**src/rtl/acs_array_pm.sv**
```systemverilog
// acs_array_pm: registered add-compare-select array with saturating path metrics and MSB-clear normalisation
module acs_array_pm #(
  parameter int K = 3,
  parameter int PM_W = 4,
  parameter int BM_W = 2,
  parameter int NORM_EN = 1,
  parameter int CNT_W = 8,
  localparam int NS = 2**(K-1)
) (
  input  logic                   clk,
  input  logic                   reset,
  input  logic                   start,
  input  logic                   bm_valid,
  input  logic [2*NS*BM_W-1:0]   bm,
  output logic                   dec_valid,
  output logic [NS-1:0]          dec,
  output logic [NS*PM_W-1:0]     pm_out,
  output logic [K-2:0]           best_state,
  output logic                   norm_evt,
  output logic [CNT_W-1:0]       step_cnt
);
  localparam logic [PM_W-1:0] MAX = '1;
  logic [PM_W-1:0] pm [NS];
  logic [PM_W-1:0] npm [NS];
  logic [PM_W-1:0] spm [NS];
  logic [NS-1:0] d, msb;
  logic norm;
  logic [K-2:0] best;
  for (genvar s = 0; s < NS; s++) begin : g_acs
    localparam int P0 = (2*s) % NS;
    logic [PM_W:0] a0, a1;
    logic [PM_W-1:0] s0, s1;
    assign a0 = {1'b0, pm[P0]} + {{(PM_W+1-BM_W){1'b0}}, bm[(2*s)*BM_W +: BM_W]};
    assign a1 = {1'b0, pm[P0+1]} + {{(PM_W+1-BM_W){1'b0}}, bm[(2*s+1)*BM_W +: BM_W]};
    assign s0 = a0[PM_W] ? MAX : a0[PM_W-1:0];
    assign s1 = a1[PM_W] ? MAX : a1[PM_W-1:0];
    assign d[s] = s0 > s1;
    assign npm[s] = d[s] ? s1 : s0;
    assign msb[s] = npm[s][PM_W-1];
    assign spm[s] = norm ? {1'b0, npm[s][PM_W-2:0]} : npm[s];
    assign pm_out[s*PM_W +: PM_W] = pm[s];
  end
  // every metric carries the MSB only when all of them are at least HALF
  assign norm = (NORM_EN != 0) && (&msb);
  always_comb begin
    best = '0;
    for (int i = 1; i < NS; i++) best = spm[i] < spm[best] ? (K-1)'(i) : best;
  end
  always_ff @(posedge clk) begin
    if (reset || start) begin
      for (int i = 0; i < NS; i++) pm[i] <= (i == 0) ? '0 : MAX;
      dec <= '0;
      dec_valid <= 1'b0;
      best_state <= '0;
      norm_evt <= 1'b0;
      step_cnt <= '0;
    end else if (bm_valid) begin
      for (int i = 0; i < NS; i++) pm[i] <= spm[i];
      dec <= d;
      dec_valid <= 1'b1;
      best_state <= best;
      norm_evt <= norm;
      step_cnt <= step_cnt + CNT_W'(1);
    end else begin
      dec_valid <= 1'b0;
      norm_evt <= 1'b0;
    end
  end
endmodule

```
**config.mk**
```make
export PLATFORM = sky130hd
export DESIGN_NAME = acs_array_pm
export DESIGN_NICKNAME = d
export VERILOG_FILES = /design/src/rtl/acs_array_pm.sv
export SDC_FILE = /design/constraint.sdc
export NUM_CORES = 1
export LEC_CHECK = 0
export CAP_MARGIN = 20
export CORE_MARGIN = 2
export CORE_UTILIZATION = 30
export CTS_CLUSTER_DIAMETER = 60
export DETAILED_ROUTE_END_ITERATION = 8
export PLACE_DENSITY = 0.62
export SLEW_MARGIN = 40
export SYNTH_ARGS = -nofsm -noshare
export SYNTH_HDL_FRONTEND = slang
export SYNTH_SLANG_ARGS = --single-unit
```
**constraint.sdc**
```tcl
create_clock -name clk -period 9.2 [get_ports clk]
set_clock_uncertainty 0.15 [all_clocks]
set_input_delay 1.84 -clock clk [delete_from_list [all_inputs] [get_ports clk]]
set_output_delay 1.84 -clock clk [all_outputs]
set_load 0.01 [all_outputs]
```
======== After elaboration in Yosys (flattened, before gate mapping) ========
Memories as Yosys holds them, arrays and structs flattened.
Index checks and enable logic that the tools add are counted.
W data, S select, Z words.
operators by class
  add/subtract/negate cells ............... 9
  $mul .................................... 0
  div/mod/pow operators ................... 0
  $lt $le $gt $ge ......................... 9
  equal/unequal tests ..................... 0
  shift operators ......................... 0
  mux-type cells .......................... 34
  bitwise operators ....................... 7
  reductions and logical operators ........ 3
operators with widths
  cell                   number
  $mux W4                24
  $add A4 B2 Y5          8
  $bmux W4 S2            2
  $gt A4 B4 Y1           4
  $lt A4 B4 Y1           3
  $add A8 B1 Y8 const B  1
  $ge A3 B3 Y1 const B   2
  $mux W1                6
  $mux W2                2
  $or A1 B1 Y1           4
  $reduce_and A4 Y1      1
  $not A1 Y3             1
  $not A2 Y3             1
  $reduce_or A2 Y1       1
  $logic_or A1 B1 Y1     1
  $not A1 Y1             1
word-level totals
  flip-flop bits (word level) ............. 16
  latch bits .............................. 0
  RAM bits ................................ 16
  bits in read-only memories .............. 0
  output and inout bits ................... 32
  logic and storage cells ................. 68
  memories ................................ 1
memory list
  name  words  width  rd ports  clocked after Yosys merged registers in  wr ports  line  RTL
  pm    4      4      4         0                                        4         23    logic [PM_W-1:0] pm [NS];

======== Longest topological paths before layout ========
Gate-level depths: netlist (run 1).
  depth after elaboration ................. 20
  gate-level depth with buffers ........... 32
  gate-level depth less buffers ........... 32

======== Worst setup path before layout (run 1) ========
Ideal clock, no wire load.
  path type ............................... input to register
  start ................................... in bm[6]
  end ..................................... reg best_state[1]
  setup time .............................. 0.074 ns
  arrival time ............................ 7.177 ns
  required time ........................... 8.976 ns
  path slack .............................. 1.799 ns
  stages .................................. 30
  path through ............................ ha_1 inv_1 fa_1 inv_1 nand3b_1 o21ai_0 ha_1 and3b_4 a2111oi_4 nor2_1 mux2i_1 ha_1 clkinv_1 nand3_1 o21ai_2 mux2_4 ha_1 a211o_1 nor3_1 mux2_2 a31oi_4 a21o_1 ha_1 o21a_1 o21a_1 o21ai_0 nor2_1 a21oi_1 o211ai_1 a31oi_1
on the way
  cells in the longest elaborated chain, start to end .. 20
  elaborated cells on any way between the ends .. 23
  those cells by class .................... add/sub: 1; order compare: 4; mux: 15; bitwise: 2; reduce/logical: 1
RTL lines
  item                                        line  RTL
  start: declaration                          14    input logic [2*NS*BM_W-1:0] bm,
  $add A4 B2 Y5 (*)                           34    assign a1 = {1'b0, pm[P0+1]} + {{(PM_W+1-BM_W){1'b0}}, bm[(2*s+1)*BM_W +: BM_W]};
  $mux W4 (*)                                 36    assign s1 = a1[PM_W] ? MAX : a1[PM_W-1:0];
  $gt A4 B4 Y1                                37    assign d[s] = s0 > s1;
  $mux W4 (*)                                 38    assign npm[s] = d[s] ? s1 : s0;
  $reduce_and A4 Y1                           44    assign norm = (NORM_EN != 0) && (&msb);
  $mux W4                                     40    assign spm[s] = norm ? {1'b0, npm[s][PM_W-2:0]} : npm[s];
  $lt A4 B4 Y1                                47    for (int i = 1; i < NS; i++) best = spm[i] < spm[best] ? (K-1)'(i) : best;
  $mux W1                                     47
  [2 not listed]                              --
  $mux W4 (not written as such) (2 in a row)  47
  $lt A4 B4 Y1                                47
  $mux W2                                     47
  $not A2 Y3 (not written as such)            47
  $bmux W4 S2                                 47
  $mux W4 (not written as such) (2 in a row)  47
  $lt A4 B4 Y1                                47
  $mux W2 (*)                                 47
  end signal: assignment                      61    best_state <= best;
  end: declaration                            18    output logic [K-2:0] best_state,
Mark *: on every way between the ends. The rest lies on a longest branch, timed or not. The select of a mux whose other input is x is not followed.
A chain may end at the register's enable or synchronous reset.

======== Final worst setup path (run 1) ========
Same ends and word-level chain as after synthesis.

==> flow_summary.ini, run 1 <==
[timing]
fmax_mhz = 121
fin_crit_ps = 8270
fin_crit_sh = 0.899
hold_viol = 0
slew_violations = 0
setup_viol = 0
finalWorstSetupSlack_ps = 926
tightest_slew_ps = 759
rsz0062_at_grt = false
setup-tns-final_ps = 0
max_slew_margin = 0.494

[logic_synthesis]
synth_top_area_cell = ha_1
synth_edf_count = 16
synth_nets = 416
syn-cell-area_mm2 = 0.00309
avgSynthCellArea_um2 = 8.96
synth_top_area_frac = 0.174
synth_warnings = 0
syn_inst = 345
synth-seq-area-share = 0.259
async_flop_share = 0
ys_ff_latch = 32
ys_top_cells_by_area = ha_1, edfxtp_1, dfxtp_1
synth.distinct_cells = 55
synth_flop_cell = edfxtp_1

[cells_and_area]
diodes = 0
fin_util = 0.379
final_cell_mix = clkdlybuf4s50_1, ha_1, inv_1, nor2_1, mux2i_1
design_area_mm2 = 0.00385
fillCellCount = 1035
nNetsFinal = 467
drive_gt1_frac = 0.0630
layout_commonest_cell = clkdlybuf4s50_1
syn_to_final_growth_pct = 24.5

[die]
start_util = 0.305
coreArea_mm2 = 0.0101
dieArea_mm2 = 0.0111
io_pins = 52
fp.dieW_um = 105
fp.dieH_um = 105
rows = 37

[placed_design]
numPortBuffers = 51
dp_slack_ps = 628
placed_area_mm2 = 0.00375
place_congestion = 0.818
place_hpwl_mm = 6.02

[critical_path]
crit_path_max_fanout = 8
crit_type = input pin to register
cp_slowest_cell = clkdlybuf4s50_1
max_stage_delay_ps = 460
end_kind = register
rr_worst_depth = 30
rr_startpoint = pm[3][0]
startpoint = bm[6]
worstSetupStartpointType = input pin
cpMostUsedCell = ha_1
crit_arrival_ps = 8340
cp_data_required_time_ps = 9260

[global_route]
antenna_found_initial = 0
grt_start_max_net_pins = 17
overflow = 0
grt_usage = 0.137
grt_pass1_wl_mm = 12.5
grt_pass1_vias = 2621

[hold_path]
hold_path_class = register to register
min-delay-start = dec[3]
hold_depth = 2

[route]
route.detailed.drc = 0
dr_total_vias = 2575
dr.pass1.iters = 4
finalWirelength_mm = 7.42
avgViaCountPerCell = 4.83
first_iter_violations = 143
post_drt_wl_per_cell_um = 13.9
ant_nets = 0

[cts]
root_buffer = clkbuf_8
hold_buffers = 0
cts_buffers = 5
clk_pin_slew_worst_paths_ps = 70
h-tree-depth = 2
postCtsSetupBuffers = 0
cts.sinks = 32
clk_latency_ps = 280
cts_buffer_depth = 2
cts_resized = 0
cts_tree = yes

[power]
p_per_area_mw_per_mm2 = 146
ir_worst_vdd_mv = 0.0825
total_power_uw = 562
leakage_uw = 0.00160

[outcome]
status = finished, final reports clean

[run]
drv_cap = 0
-- metal layers --
layer / vias to the layer above / GRT usage / routed length, um
met5: - / 0 / 0
met1: 1189 / 0.193 / 3710
met3: 7 / 0.0340 / 459
met2: 56 / 0.212 / 3210
li1: 1323 / - / -
met4: 0 / 0.0282 / 40
-- power by group --
group          switching [uW]  internal (uW)
registers                6.70            156
clock network            55.0           61.0
logic                     150            133
-- flip-flops by register name, summed over array words and instances (netlist names) --
register    count
best_state      2
dec             4
dec_valid       1
norm_evt        1
pm             16
step_cnt        8
-- worst max-delay path: cells and delay by family --
family          cells  cell delay [ps]
compound gates     12             2370
fa+ha+maj           6             1710
buf+inv             4              680
mux                 3             1000
simple gates        6              710
-- path summary, 6_finish.rpt --
path                        end  slack, ps
hold reg to reg          dec[3]        360
setup / recovery  best_state[1]        930
hold / removal           dec[3]        360
setup reg to reg  best_state[1]       2550
-- per-stage QoR --
stage,hold WS (ps),cells
floorplan,351,345
global placement,326,525
detailed placement,345,525
CTS,364,533
global route,401,533
finish,360,533
-- synth_stat cells (all sizes together), types with 4 or more instances --
cell type / n
a21o: 5
a21oi: 19
a31oi: 8
clkbuf: 8
dfxtp: 16
edfxtp: 16
fa: 8
ha: 43
inv: 33
mux2: 4
mux2i: 26
nand2: 24
nand2b: 9
nand3b: 4
nand4: 6
nor2: 32
nor2b: 11
o21ai: 27
or3: 5
xor2: 4
-- cell type report --
type,count,area [um2],area share
Tap cell,136,170,0.0442
Sequential cell,32,801,0.208
Timing Repair Buffer,54,533,0.139
Multi-Input combinational cell,269,2120,0.552
Clock inverter,1,6.26,0.00163
Clock buffer,7,86.3,0.0224
Inverter,34,128,0.0332
-- cell families after synthesis --
| kind of cell | share of synthesized area |
|---|---|
| AND/OR/NAND/NOR | 0.179 |
| AO/OA/AOI/OAI | 0.168 |
| adder cells (fa/ha/maj) | 0.226 |
| buffers and inverters | 0.0538 |
| flip-flops | 0.259 |
| multiplexers | 0.100 |
| XOR/XNOR | 0.0142 |
Power figures use the tool's default switching activity.
==> run 2, diff against run 1 <==
--- a/config.mk
+++ b/config.mk
@@ -10,7 +10,7 @@
 export CORE_UTILIZATION = 30
 export CTS_CLUSTER_DIAMETER = 60
 export DETAILED_ROUTE_END_ITERATION = 8
-export PLACE_DENSITY = 0.62
+export PLACE_DENSITY = 0.56
 export SLEW_MARGIN = 40
 export SYNTH_ARGS = -nofsm -noshare
 export SYNTH_HDL_FRONTEND = slang
==> run 2 against run 1 <==
Effect of this change:
- clock power up 24%
- via count down 0.74%
- global-route usage up 0.42 points
- register-to-register slack worse by 90 ps
- total power up 5.0%
- clock-buffer cell count up 1
- maximum frequency down 0.79%
- critical path depth down 1
- wire length up 2.1%
- first-iteration DRC count down 43%
- critical path type unchanged
- critical endpoint unchanged
- highest routed layer unchanged
==> flow_summary.ini, run 2 (synthesized netlist as in run 1, its figures left out) <==
[critical_path]
rr_startpoint = pm[2][0]
end_kind = register
crit_arrival_ps = 8410
cp_top_family = compound AO/OA/AOI/OAI gates
crit_path_max_fanout = 8
max_stage_delay_ps = 480
cpMostUsedCell = ha_1
cp_slowest_cell = mux2i_1
cp_data_required_time_ps = 9270
worstSetupStartpointType = input pin
crit_type = input pin to register
startpoint = bm[4]
path_buf_inv = 3

[global_route]
grt_pass1_wl_mm = 12.8
overflow = 0
grt_usage = 0.141
grt_pass1_vias = 2538
antenna_found_initial = 0
grt_start_max_net_pins = 17

[cts]
clk_latency_ps = 290
root_buffer = clkbuf_8
cts_buffer_depth = 2
clk_pin_slew_worst_paths_ps = 70
hold_buffers = 0
h-tree-depth = 2
cts_resized = 0
cts.sinks = 32
cts_tree = yes
cts_buffers = 5
postCtsSetupBuffers = 0

[die]
rows = 37
coreArea_mm2 = 0.0101
io_pins = 52
fp.dieW_um = 105
dieArea_mm2 = 0.0111
start_util = 0.305
fp.dieH_um = 105

[timing]
slew_violations = 0
fin_crit_sh = 0.906
tightest_slew_ps = 762
hold_viol = 0
max_slew_margin = 0.492
fmax_mhz = 120
setup-tns-final_ps = 0
rsz0062_at_grt = false
fin_crit_ps = 8340
setup_viol = 0

[power]
swShare = 0.368
leakage_uw = 0.00162
pwr-share-clk = 0.245
internal-power_uw = 373
p_seq_frac = 0.275
ir_worst_vdd_mv = 0.0642
p_comb_frac = 0.480
p_sw_uw = 217
p_per_area_mw_per_mm2 = 152

[cells_and_area]
nNetsFinal = 467
largest-register = pm
drive_gt1_frac = 0.0655
largest_register_ffs = 16
layout_commonest_cell = clkdlybuf4s50_1
final_cell_mix = clkdlybuf4s50_1, ha_1, inv_1, nor2_1, mux2i_1
diodes = 0
reg.largest.list = pm: 16 flops, step_cnt: 8 flops, dec: 4 flops
syn_to_final_growth_pct = 25.4
design_area_mm2 = 0.00388

[route]
route.detailed.drc = 0
dr_total_vias = 2556
avgViaCountPerCell = 4.80
ant_nets = 0
dr.pass1.iters = 4
first_iter_violations = 81
finalWirelength_mm = 7.58
post_drt_wl_per_cell_um = 14.2

[run]
drv_cap = 0

[hold_path]
min-delay-start = step_cnt[7]
hold_path_class = register to register

[placed_design]
place_hpwl_mm = 6.11
place_congestion = 0.835
numPortBuffers = 51
placed_area_mm2 = 0.00375

[outcome]
status = finished, final reports clean
[run 2: changes by cell type in the layout (fill, tap and decap cells not counted), sizes merged]
cell,before,now
inv,34,33
clkbuf,7,8
[run 2: layout make-up]
class	instances	area, um2
clock buffers	8	121
fillers	1034	6260
multi-input cells	269	2120
repair buffers	54	533
flip-flops and latches	32	801
well taps	136	170
inverters	34	128
[run 2: power groups by stage]
stage / clock network (uW) / logic [uW] / registers, uW
floorplan: 0 / 210 / 165
global placement: 0 / 280 / 166
detailed placement: 0 / 283 / 166
CTS: 146 / 284 / 163
global route: 153 / 318 / 164
finish: 144 / 283 / 162
[run 2: metrics by stage]
| stage | util | instances | setup WS, ps | hold slack (ps) | total power, uW |
|---|---|---|---|---|---|
| 3_5_place_dp | 0.370 | 525 | 523 | 332 | 448 |
| 3_3_place_gp | 0.370 | 525 | 526 | 320 | 446 |
| 2_1_floorplan | - | 345 | 1800 | 351 | 375 |
| 4_1_cts | 0.382 | 533 | 819 | 348 | 592 |
| 6_report | 0.382 | 533 | 861 | 346 | 590 |
| 5_1_grt | 0.382 | 533 | 328 | 380 | 634 |
[run 2: path summary, 6_finish.rpt]
| check | depth (start not counted) | slack [ps] | to |
|---|---|---|---|
| setup / recovery | 30 | 860 | best_state[1] |
| hold / removal | 2 | 350 | step_cnt[7] |
| setup reg to reg | 29 | 2460 | best_state[1] |
| hold reg to reg | 2 | 350 | step_cnt[7] |
[run 2: per-layer routing]
layer	share of wire	global-route usage	wire (um)
met1	0.51	0.199	3870
met4	0.0075	0.0226	57
met3	0.048	0.0334	363
met2	0.43	0.224	3290
met5	0	0	0
[run 2: worst min-delay path, cell delays in order, from the launching register on]
cell and delay (ps):
dfxtp_1 320, o21ai_0 70, a21oi_1 60
